==> src/rtl/aes_pkg.sv <==
// aes_pkg: shared AES datapath types
package aes_pkg;

   typedef enum logic {
      CTR_INC_FULL = 1'b0,
      CTR_INC_32   = 1'b1
   } ctr_mode_e;

endpackage

==> src/rtl/aes_ctr_gen.sv <==
// aes_ctr_gen: sliced CTR-mode counter engine with step, inc32 mode, wrap flag and abort
module aes_ctr_gen
   import aes_pkg::*;
#(
   parameter int CtrWidth    = 128,
   parameter int SliceWidth  = 16,
   parameter int StepWidth   = 8,
   parameter int Inc32Enable = 1
) (
   input  logic                           clk_i,
   input  logic                           rst_i,
   input  logic                           incr_i,
   output logic                           ready_o,
   input  logic [CtrWidth-1:0]            ctr_i,
   input  logic [StepWidth-1:0]           step_i,
   input  logic                           mode_i,
   input  logic                           abort_i,
   output logic [CtrWidth-1:0]            ctr_o,
   output logic [CtrWidth/SliceWidth-1:0] ctr_we_o,
   output logic                           done_o,
   output logic                           wrap_o
);

   localparam int NumSlices = CtrWidth / SliceWidth;
   localparam int IdxW      = (NumSlices > 1) ? $clog2(NumSlices) : 1;
   localparam int Limit32   = (Inc32Enable != 0) ? 32 / SliceWidth : NumSlices;
   localparam logic [IdxW-1:0] LastFull = IdxW'(NumSlices - 1);
   localparam logic [IdxW-1:0] Last32   = IdxW'(Limit32 - 1);

   if (CtrWidth % SliceWidth != 0) begin : g_chk_slice
      $error("CtrWidth must be a multiple of SliceWidth");
   end
   if (StepWidth > SliceWidth) begin : g_chk_step
      $error("StepWidth must not exceed SliceWidth");
   end
   if (Inc32Enable != 0 && 32 % SliceWidth != 0) begin : g_chk_inc32
      $error("SliceWidth must divide 32 when Inc32Enable is set");
   end
   if (Inc32Enable != 0 && CtrWidth < 32) begin : g_chk_width
      $error("CtrWidth must be at least 32 when Inc32Enable is set");
   end

   typedef enum logic {IDLE, INCR} state_e;

   state_e                r_state, w_state_nxt;
   logic [CtrWidth-1:0]   r_ctr, w_ctr_nxt, w_ctr_upd;
   logic [SliceWidth-1:0] r_carry, w_carry_nxt;
   logic [IdxW-1:0]       r_idx, w_idx_nxt;
   ctr_mode_e             r_mode, w_mode_nxt;
   logic [SliceWidth:0]   w_sum;
   logic                  w_last;
   logic                  w_done;

   assign w_sum  = {1'b0, r_ctr[r_idx*SliceWidth +: SliceWidth]} + {1'b0, r_carry};
   assign w_last = r_idx == ((r_mode == CTR_INC_32) ? Last32 : LastFull);
   assign w_done = !w_sum[SliceWidth] || w_last;

   // working counter with the current slice replaced by the adder result
   always_comb begin
      w_ctr_upd = r_ctr;
      w_ctr_upd[r_idx*SliceWidth +: SliceWidth] = w_sum[SliceWidth-1:0];
   end

   // next-state, operand latching and output decode
   always_comb begin
      w_state_nxt = r_state;
      w_ctr_nxt   = r_ctr;
      w_carry_nxt = r_carry;
      w_idx_nxt   = r_idx;
      w_mode_nxt  = r_mode;
      ready_o     = 1'b0;
      ctr_o       = r_ctr;
      ctr_we_o    = '0;
      done_o      = 1'b0;
      wrap_o      = 1'b0;
      if (r_state == IDLE) begin
         ready_o = 1'b1;
         if (incr_i) begin
            w_state_nxt = INCR;
            w_ctr_nxt   = ctr_i;
            w_carry_nxt = SliceWidth'(step_i);
            w_idx_nxt   = '0;
            w_mode_nxt  = (Inc32Enable != 0 && mode_i) ? CTR_INC_32 : CTR_INC_FULL;
         end
      end else if (abort_i) begin
         w_state_nxt = IDLE;
      end else begin
         ctr_o           = w_ctr_upd;
         ctr_we_o[r_idx] = 1'b1;
         done_o          = w_done;
         wrap_o          = w_sum[SliceWidth] && w_last;
         w_ctr_nxt       = w_ctr_upd;
         w_carry_nxt     = SliceWidth'(w_sum[SliceWidth]);
         w_idx_nxt       = r_idx + IdxW'(1);
         if (w_done) w_state_nxt = IDLE;
      end
   end

   // state and datapath registers
   always_ff @(posedge clk_i or posedge rst_i) begin
      if (rst_i) begin
         r_state <= IDLE;
         r_ctr   <= '0;
         r_carry <= '0;
         r_idx   <= '0;
         r_mode  <= CTR_INC_FULL;
      end else begin
         r_state <= w_state_nxt;
         r_ctr   <= w_ctr_nxt;
         r_carry <= w_carry_nxt;
         r_idx   <= w_idx_nxt;
         r_mode  <= w_mode_nxt;
      end
   end

endmodule
==> config.mk <==
export PLATFORM = sky130hd
export DESIGN_NAME = aes_ctr_gen
export DESIGN_NICKNAME = d
export VERILOG_FILES = /design/src/rtl/aes_pkg.sv /design/src/rtl/aes_ctr_gen.sv
export SDC_FILE = /design/constraint.sdc
export NUM_CORES = 1
export LEC_CHECK = 0
export ABC_AREA = 1
export ABC_CLOCK_PERIOD_IN_PS = 6300
export CORE_ASPECT_RATIO = 1.2
export CORE_MARGIN = 2
export CORE_UTILIZATION = 50
export CTS_BUF_LIST = sky130_fd_sc_hd__clkbuf_16
export DETAILED_ROUTE_END_ITERATION = 8
export PLACE_DENSITY = 0.82
export SYNTH_ARGS = -nofsm -noshare
export SYNTH_HDL_FRONTEND = slang
export SYNTH_SLANG_ARGS = --single-unit
export TNS_END_PERCENT = 5
==> constraint.sdc <==
create_clock -name clk_i -period 6.3 [get_ports clk_i]
set_input_delay 1.26 -clock clk_i [delete_from_list [all_inputs] [get_ports clk_i]]
set_output_delay 1.26 -clock clk_i [all_outputs]
set_load 0.005 [all_outputs]
# Word level (Yosys, flattened, before mapping)

Cells that the tools add are included.

Register bits after elaboration: 149
Bits of input ports: 141
Output and inout port bits: 139
Logic and storage cells: 49

Add/subtract/negate cells: 3
Order comparisons: 2
Equality and inequality tests: 2
Shifts and indexed selects: 3
Multiplexer cells: 26
Bitwise logic cells: 1
Reductions and logical operators: 7

Operators by type and width:

| operator                                                           | number |
|---|---|
| two-way mux 128 bit                                                | 4 |
| bitwise mux 128 bit                                                | 1 |
| variable shift 16 x 34 -> 128 bit (first input constant)           | 1 |
| indexed part select 128 x 8 -> 16 bit                              | 1 |
| indexed part select 16 x 34 -> 128 bit                             | 1 |
| two-way mux 16 bit                                                 | 3 |
| negator 7 -> 34 bit                                                | 1 |
| adder 16 x 16 -> 17 bit                                            | 1 |
| two-way mux 8 bit                                                  | 2 |
| two-way mux 3 bit                                                  | 4 |
| two-way mux 1 bit                                                  | 11 |
| < comparator 3 x 4 -> 1 bit (second input constant)                | 1 |
| AND reduction 2 bit                                                | 2 |
| adder 3 x 1 -> 3 bit (second input constant)                       | 1 |
| demux 1 bit (select 3 bit)                                         | 1 |
| equality test 3 bit                                                | 1 |
| greater-or-equal comparator 3 x 1 -> 1 bit (second input constant) | 1 |
| logical AND 1 bit                                                  | 2 |
| != test 2 bit (second input constant)                              | 1 |
| nonzero test 2 bit                                                 | 1 |
| logical NOT 1 bit                                                  | 1 |
| logical OR 1 bit                                                   | 1 |
| NOT 1 bit                                                          | 1 |

# Logic depth before layout (Yosys ltp)

Gate-level depths: netlist of run 1.

Depth after elaboration: 7
Mapped depth: 25

# Worst setup path after synthesis of run 1

No wires, ideal clock.

Path type: reg2out
Start: reg r_idx[0]
End: out ctr_o[76]
Data arrival time: 3,191 ps
Required time: 5,040 ps
Slack: 1,849 ps
Stages on the path, launching flop included: 21
Cells stage by stage: dfrtp_1 -> buf_6 -> inv_4 -> clkbuf_1 -> buf_1 -> clkbuf_1 -> o21ai_0 -> nand3_1 -> ha_1 -> fa_1 -> nand3_1 -> nand2_1 -> nand2_1 -> o211ai_1 -> nand2_2 -> nor3_2 -> xor2_2 -> nand2_2 -> nand2_1 -> o211ai_2 -> o21ai_2

Cells in the longest elaborated chain, start to end: 6
Elaborated cells between the ends (all ways): 8

RTL lines:

| what                                   | line               | text |
|---|---|---|
| start, declared                        | aes_ctr_gen.sv:48  | `logic [IdxW-1:0] r_idx, w_idx_nxt;` |
| start signal, assigned                 | aes_ctr_gen.sv:111 | `r_idx <= w_idx_nxt;` |
| indexed part select 128 x 8 -> 16 bit  | aes_ctr_gen.sv:54  | `assign w_sum = {1'b0, r_ctr[r_idx*SliceWidth +: SliceWidth]} + {1'b0, r_carry};` |
| adder 16 x 16 -> 17 bit                | aes_ctr_gen.sv:54  |  |
| indexed part select 16 x 34 -> 128 bit | aes_ctr_gen.sv:61  | `w_ctr_upd[r_idx*SliceWidth +: SliceWidth] = w_sum[SliceWidth-1:0];` |
| bitwise mux 128 bit (*)                | aes_ctr_gen.sv:61  |  |
| two-way mux 128 bit (*)                | n/a                |  |
| two-way mux 128 bit (*)                | aes_ctr_gen.sv:76  | `if (r_state == IDLE) begin` |
| end, declared                          | aes_ctr_gen.sv:18  | `output logic [CtrWidth-1:0] ctr_o,` |

Mark *: on every way between the ends. The rest lies on a longest branch, timed or not.

# Worst setup path in the final report of run 1

Start: reg r_idx[0]
End: out ctr_o[40]

The elaborated chain is that of the path after synthesis.

==> results.yml, run 1 <==
clock_network:
  ctsHtreeMaxLevel: 4
  numCtsBuffers: 17
  cts-root-buf: "clkbuf_16"
  worstSkewPairLatency_ps: 440
  clkSlewWorstSetupHoldPaths_ps: 70
  cts_sinks: 141
  clk_path_buf_depth: 2
  cts.hold.buffers_added: 0
  cts_tree: "built"
min_path:
  hold_class: "reg -> reg"
  hold_path_depth: 2
power_and_ir_drop:
  swShare: 0.421
  p_sw_w: 0.00168
  leakage_nw: 6.25
  internal_power_w: 0.00231
  power_density_nw_per_um2: 276
  finalPower_w: 0.00399
  p_clk_frac: 0.254
  ir_worst_vdd_mv: 0.219
  seq_power_share: 0.295
  pwr-share-comb: 0.451
global_routing:
  grt_pass1_wl_um: 72500
  grtUsageTotal: 0.417
  antenna_found_initial: 0
  grt_max_degree: 110
  grt_pass1_vias: 12700
  grt.overflow.total: 0
floorplanning:
  row_count: 58
  dieArea_um2: 22800
  initial_core_util: 0.512
  fp.dieW_um: 138
  placeableCoreArea_um2: 21000
  die_h_um: 165
  ios: 280
placement:
  place_congestion: 1.03
  dpl_cell_area_um2: 13800
  io_buffers: 279
  dp_hpwl_um: 36000
logic_synthesis:
  ys_types: 44
  mappedNetlistNets: 1761
  synth-seq-cells: 141
  syn_inst: 1605
  yosysWarnings: 0
  ys_seq_area_frac: 0.327
  netlist_area_um2: 10800
  avgSynthCellArea_um2: 6.72
timing:
  rsz0062_at_grt: "no"
  slew_viol_final: 0
  tns_ps: 0
  worstMarginPinSlew_ps: 1130
  min_period_ps: 6060
  fin_crit_sh: 0.962
  slew_headroom: 0.246
  hold_viol: 0
  fin_skew_ps: 12.2
  setup_viol: 0
  fmax_mhz: 165
final_layout:
  finalNetCount: 2006
  syn_to_final_growth_pct: 34.0
  n_fill_cell: 1820
  design_area_um2: 14400
  antennaDiodeCount: 0
  drive_gt1_frac: 0.0875
  seqCellArea_um2: 3540
  multiInputGateArea_um2: 6120
worst_setup_path:
  worstReg2RegStart: "r_idx[0]"
  endpoint_kind: "output pin"
  timing.critical_path.from: "r_idx[0]"
  start_kind: "flop"
  rrSetupSlack_ps: 2410
  rr_worst_depth: 20
  worst_ep_arrival_time_ps: 4800
  crit_end: "ctr_o[40]"
  crit_required_ps: 5040
  path_max_fanout: 41
  critical_path_class: "reg -> out"
  worst_r2r_endpoint: "r_ctr[88]"
detailed_routing:
  via_per_inst: 6.18
  dr.pass1.iters: 8
  wl_per_cell_um: 23.0
  drt_iter0_markers: 1677
  vias: 13200
  routed_wl_um: 49100
  drc: 0
  ant_nets: 0
status:
  status: "completed"
job:
  maxCapViolCount: 0
-- routing by layer --
layer | vias up | global-route usage | part of all wire
met2 | 958 | 0.706 | 0.47
met1 | 6041 | 0.471 | 0.35
met3 | 244 | 0.0780 | 0.089
met5 | - | 0 | 0
li1 | 5923 | - | -
met4 | 0 | 0.315 | 0.088
-- registers in the layout (all words and copies together) (netlist names) --
name,count
r_ctr,128
r_state,1
r_carry,8
r_mode,1
r_idx,3
-- cells by family after synthesis --
family	after synthesis	synth area share
AO/OA/AOI/OAI	531	0.288
XOR/XNOR	9	0.00801
adder cells (fa/ha/maj)	15	0.0181
buffers and inverters	281	0.107
flip-flops	141	0.327
AND/OR/NAND/NOR	628	0.252
-- stage by stage --
stage / util / setup slack [ps] / hold WS (ps) / std cells
floorplan: - / 1260 / 465 / 1605
global placement: 0.658 / 566 / 479 / 2098
detailed placement: 0.658 / 531 / 483 / 2098
CTS: 0.684 / 56.3 / 500 / 2129
global route: 0.686 / 21.5 / 521 / 2132
finish: 0.686 / 238 / 503 / 2132
-- cells in the mapped netlist (all sizes together) --
cell	n	area, um^2
nand2	432	1670
o21ai	249	1280
inv	168	638
dfrtp	141	3530
a21oi	129	649
o211ai	113	858
nand3	88	485
clkbuf	75	282
nor2	72	333
buf	32	211
a22oi	20	180
nor3	20	115
ha	14	175
nand4	12	81.3
o22ai	8	50.1
xor2	8	77.6
clkinv	6	23.8
a31oi	5	31.3
nor4	4	25.0
a21boi	3	22.5
o21bai	2	15.0
a211oi	1	7.51
a31o	1	8.76
fa	1	20.0
xnor2	1	8.76
-- cells in the final DEF (no fill, tap or decap), drive strengths merged, types with 17 or more instances in the layout --
| cell type | count |
|---|---|
| a21oi | 129 |
| a22oi | 20 |
| buf | 54 |
| clkbuf | 17 |
| clkdlybuf4s50 | 279 |
| dfrtp | 141 |
| inv | 173 |
| nand2 | 432 |
| nand3 | 88 |
| nor2 | 72 |
| nor3 | 20 |
| o211ai | 113 |
| o21ai | 249 |
-- worst max-delay path: stages, from the launching register on --
cell and delay (ps):
dfrtp_4 570, clkinv_8 180, nor2_4 80, inv_2 150, o22ai_1 90, a21oi_1 130
nand3_1 110, ha_1 230, fa_1 410, nand3_1 90, nand2_1 110, nand2_1 90
o211ai_1 160, nand2_2 130, buf_4 130, nand2_1 220, nor3_1 430, o21ai_0 190
o21ai_0 250, clkdlybuf4s50_1 600
-- power groups by stage --
| stage | clock network, W | logic [W] | registers, W |
|---|---|---|---|
| after floorplan | 0 | 0.000942 | 0.00113 |
| after global routing | 0.00104 | 0.00192 | 0.00119 |
| after CTS | 0.00100 | 0.00175 | 0.00117 |
| after detailed placement | 0 | 0.00174 | 0.00119 |
| final | 0.00101 | 0.00180 | 0.00118 |
| after global placement | 0 | 0.00173 | 0.00118 |
-- timing repair --
| action | in CTS | in global routing |
|---|---|---|
| resized for setup | 0 | 7 |
| endpoints found under the setup margin | 0 | 31 |
| setup buffers | 0 | 3 |
-- worst min-delay path by stage --
stage / slack [ps] / end / startpoint
floorplan: 470 / r_ctr[31] / r_ctr[31]
global placement: 480 / r_ctr[121] / r_ctr[121]
global route: 520 / r_ctr[121] / r_ctr[121]
CTS: 500 / r_ctr[121] / r_ctr[121]
detailed placement: 480 / r_ctr[121] / r_ctr[121]
finish: 500 / r_ctr[121] / r_ctr[121]
-- cell type report --
class | count | share of cell area
multi-input cells | 1183 | 0.424
repair buffers | 333 | 0.222
well taps | 270 | 0.0234
clock buffers | 17 | 0.0295
inverters | 174 | 0.0470
flip-flops and latches | 141 | 0.245
clock inverters | 14 | 0.00944
(Power assumes the default switching activity.)
==> inputs of run 2 (changes only) <==
--- a/config.mk
+++ b/config.mk
@@ -12,7 +12,7 @@
 export CORE_UTILIZATION = 50
 export CTS_BUF_LIST = sky130_fd_sc_hd__clkbuf_16
 export DETAILED_ROUTE_END_ITERATION = 8
-export PLACE_DENSITY = 0.82
+export PLACE_DENSITY_LB_ADDON = 0.2
 export SYNTH_ARGS = -nofsm -noshare
 export SYNTH_HDL_FRONTEND = slang
 export SYNTH_SLANG_ARGS = --single-unit
==> results.yml, run 2 (synthesis gave the netlist of run 1 again) <==
global_routing:
  grt.overflow.total: 0
  grt_pass1_vias: 12800
  grtUsageTotal: 0.425
  antenna_found_initial: 0
  grt_max_degree: 104
  grt_pass1_wl_um: 73700
clock_network:
  cts_tree: "built"
  postCtsSetupRepairBufs: 0
  clk_path_buf_depth: 2
  cts_sinks: 141
  numCtsBuffers: 17
  clkSlewWorstSetupHoldPaths_ps: 70
  ctsHtreeMaxLevel: 4
  cts-root-buf: "clkbuf_16"
  worstSkewPairLatency_ps: 440
worst_setup_path:
  rrSetupSlack_ps: 2200
  endpoint_kind: "output pin"
  crit_required_ps: 5040
  worstReg2RegStart: "r_state"
  path_max_fanout: 34
  rr_worst_depth: 6
  start_kind: "flop"
  worst_ep_arrival_time_ps: 4770
  timing.critical_path.from: "r_idx[0]"
  critical_path_class: "reg -> out"
detailed_routing:
  ant_nets: 0
  routed_wl_um: 49300
  wl_per_cell_um: 23.2
  drt_iter0_markers: 1622
  dr.pass1.iters: 6
  vias: 13100
  drc: 0
  via_per_inst: 6.17
power_and_ir_drop:
  leakage_nw: 6.30
  finalPower_w: 0.00415
  power_density_nw_per_um2: 286
  ir_worst_vdd_mv: 0.213
timing:
  worstMarginPinSlew_ps: 1130
  rsz0062_at_grt: "no"
  fin_skew_ps: 12.6
  min_period_ps: 6030
  slew_viol_final: 0
  setup_viol: 0
  tns_ps: 0
  fin_crit_sh: 0.957
  fmax_mhz: 166
  slew_headroom: 0.245
  hold_viol: 0
floorplanning:
  row_count: 58
  placeableCoreArea_um2: 21000
  die_h_um: 165
  initial_core_util: 0.512
  fp.dieW_um: 138
  ios: 280
  dieArea_um2: 22800
min_path:
  hold_path_depth: 2
  min-delay-start: "r_ctr[89]"
  hold_class: "reg -> reg"
status:
  status: "completed"
final_layout:
  finalCoreUtilization: 0.689
  largestRegisters: "r_ctr (128), r_carry (8), r_idx (3)"
  syn_to_final_growth_pct: 34.6
  drive_gt1_frac: 0.0850
  layout.cells.non_filler: 2128
  final_cell_mix: "nand2_1, clkdlybuf4s50_1, o21ai_0"
  top_register: "r_ctr"
  antennaDiodeCount: 0
  design_area_um2: 14500
  final_common_cell: "nand2_1"
  finalNetCount: 2002
  largest_reg_flops: 128
placement:
  placed_cells: 2097
  io_buffers: 279
  dpl_cell_area_um2: 13800
  place_congestion: 1.04
  dp_hpwl_um: 36400
job:
  maxCapViolCount: 0
## run 2: cell types whose count changed in the layout (fill, tap and decap cells not counted), sizes merged
cell,before,now
clkinv,10,8
clkinvlp,4,0
inv,173,175
buf,54,50
bufinv,1,5
## run 2: path summary, 6_finish.rpt
check | endpoint
max | ctr_o[86]
min | r_ctr[89]
max reg2reg | r_ctr[5]
min reg2reg | r_ctr[89]
max in group asynchronous | r_ctr[74]
min in group asynchronous | r_ctr[31]
## run 2: timing repair
item | CTS | global route
setup endpoints to repair | 0 | 3
resized for setup | 0 | 2
hold buffers | 0 | 0
## run 2: metal layers
layer,share of wire,track usage,routed length [um]
met2,0.47,0.714,23300
met1,0.35,0.482,17300
met3,0.085,0.0676,4180
met5,0,0,0
met4,0.093,0.348,4570
## run 2: stage by stage
| stage | hold slack [ps] | setup slack [ps] |
|---|---|---|
| after floorplan | 465 | 1260 |
| after global placement | 478 | 822 |
| after detailed placement | 494 | 802 |
| after CTS | 510 | 315 |
| after global routing | 535 | 28.6 |
| final | 510 | 273 |
## run 2: power breakdown
group	switching [W]	internal, W	leakage (nW)	total, W
sequential	0.000126	0.00105	1.72	0.00117
clock	0.000467	0.000714	0.326	0.00118
combinational	0.00109	0.000712	4.25	0.00180
## run 2: layout make-up
cell class                      count  area [um^2]
Clock buffer                       17          425
Clock inverter                     14          231
Fill cell                        1849         6540
Inverter                          174          671
Multi-Input combinational cell   1183         6110
Sequential cell                   141         3530
Tap cell                          270          338
Timing Repair Buffer              329         3190
## run 2: worst max-delay path, stage by stage (launching register included)
cell and delay [ps]:
dfrtp_2 640, buf_4 450, a21oi_1 110, o21ai_0 200, nand3_1 220, fa_1 470
nand3_1 90, nand2_1 90, a21oi_1 150, o21bai_1 90, xor2_1 470, nand2_1 190
nor3_1 200, buf_4 180, o21ai_0 90, o21ai_0 100, clkdlybuf4s50_1 570
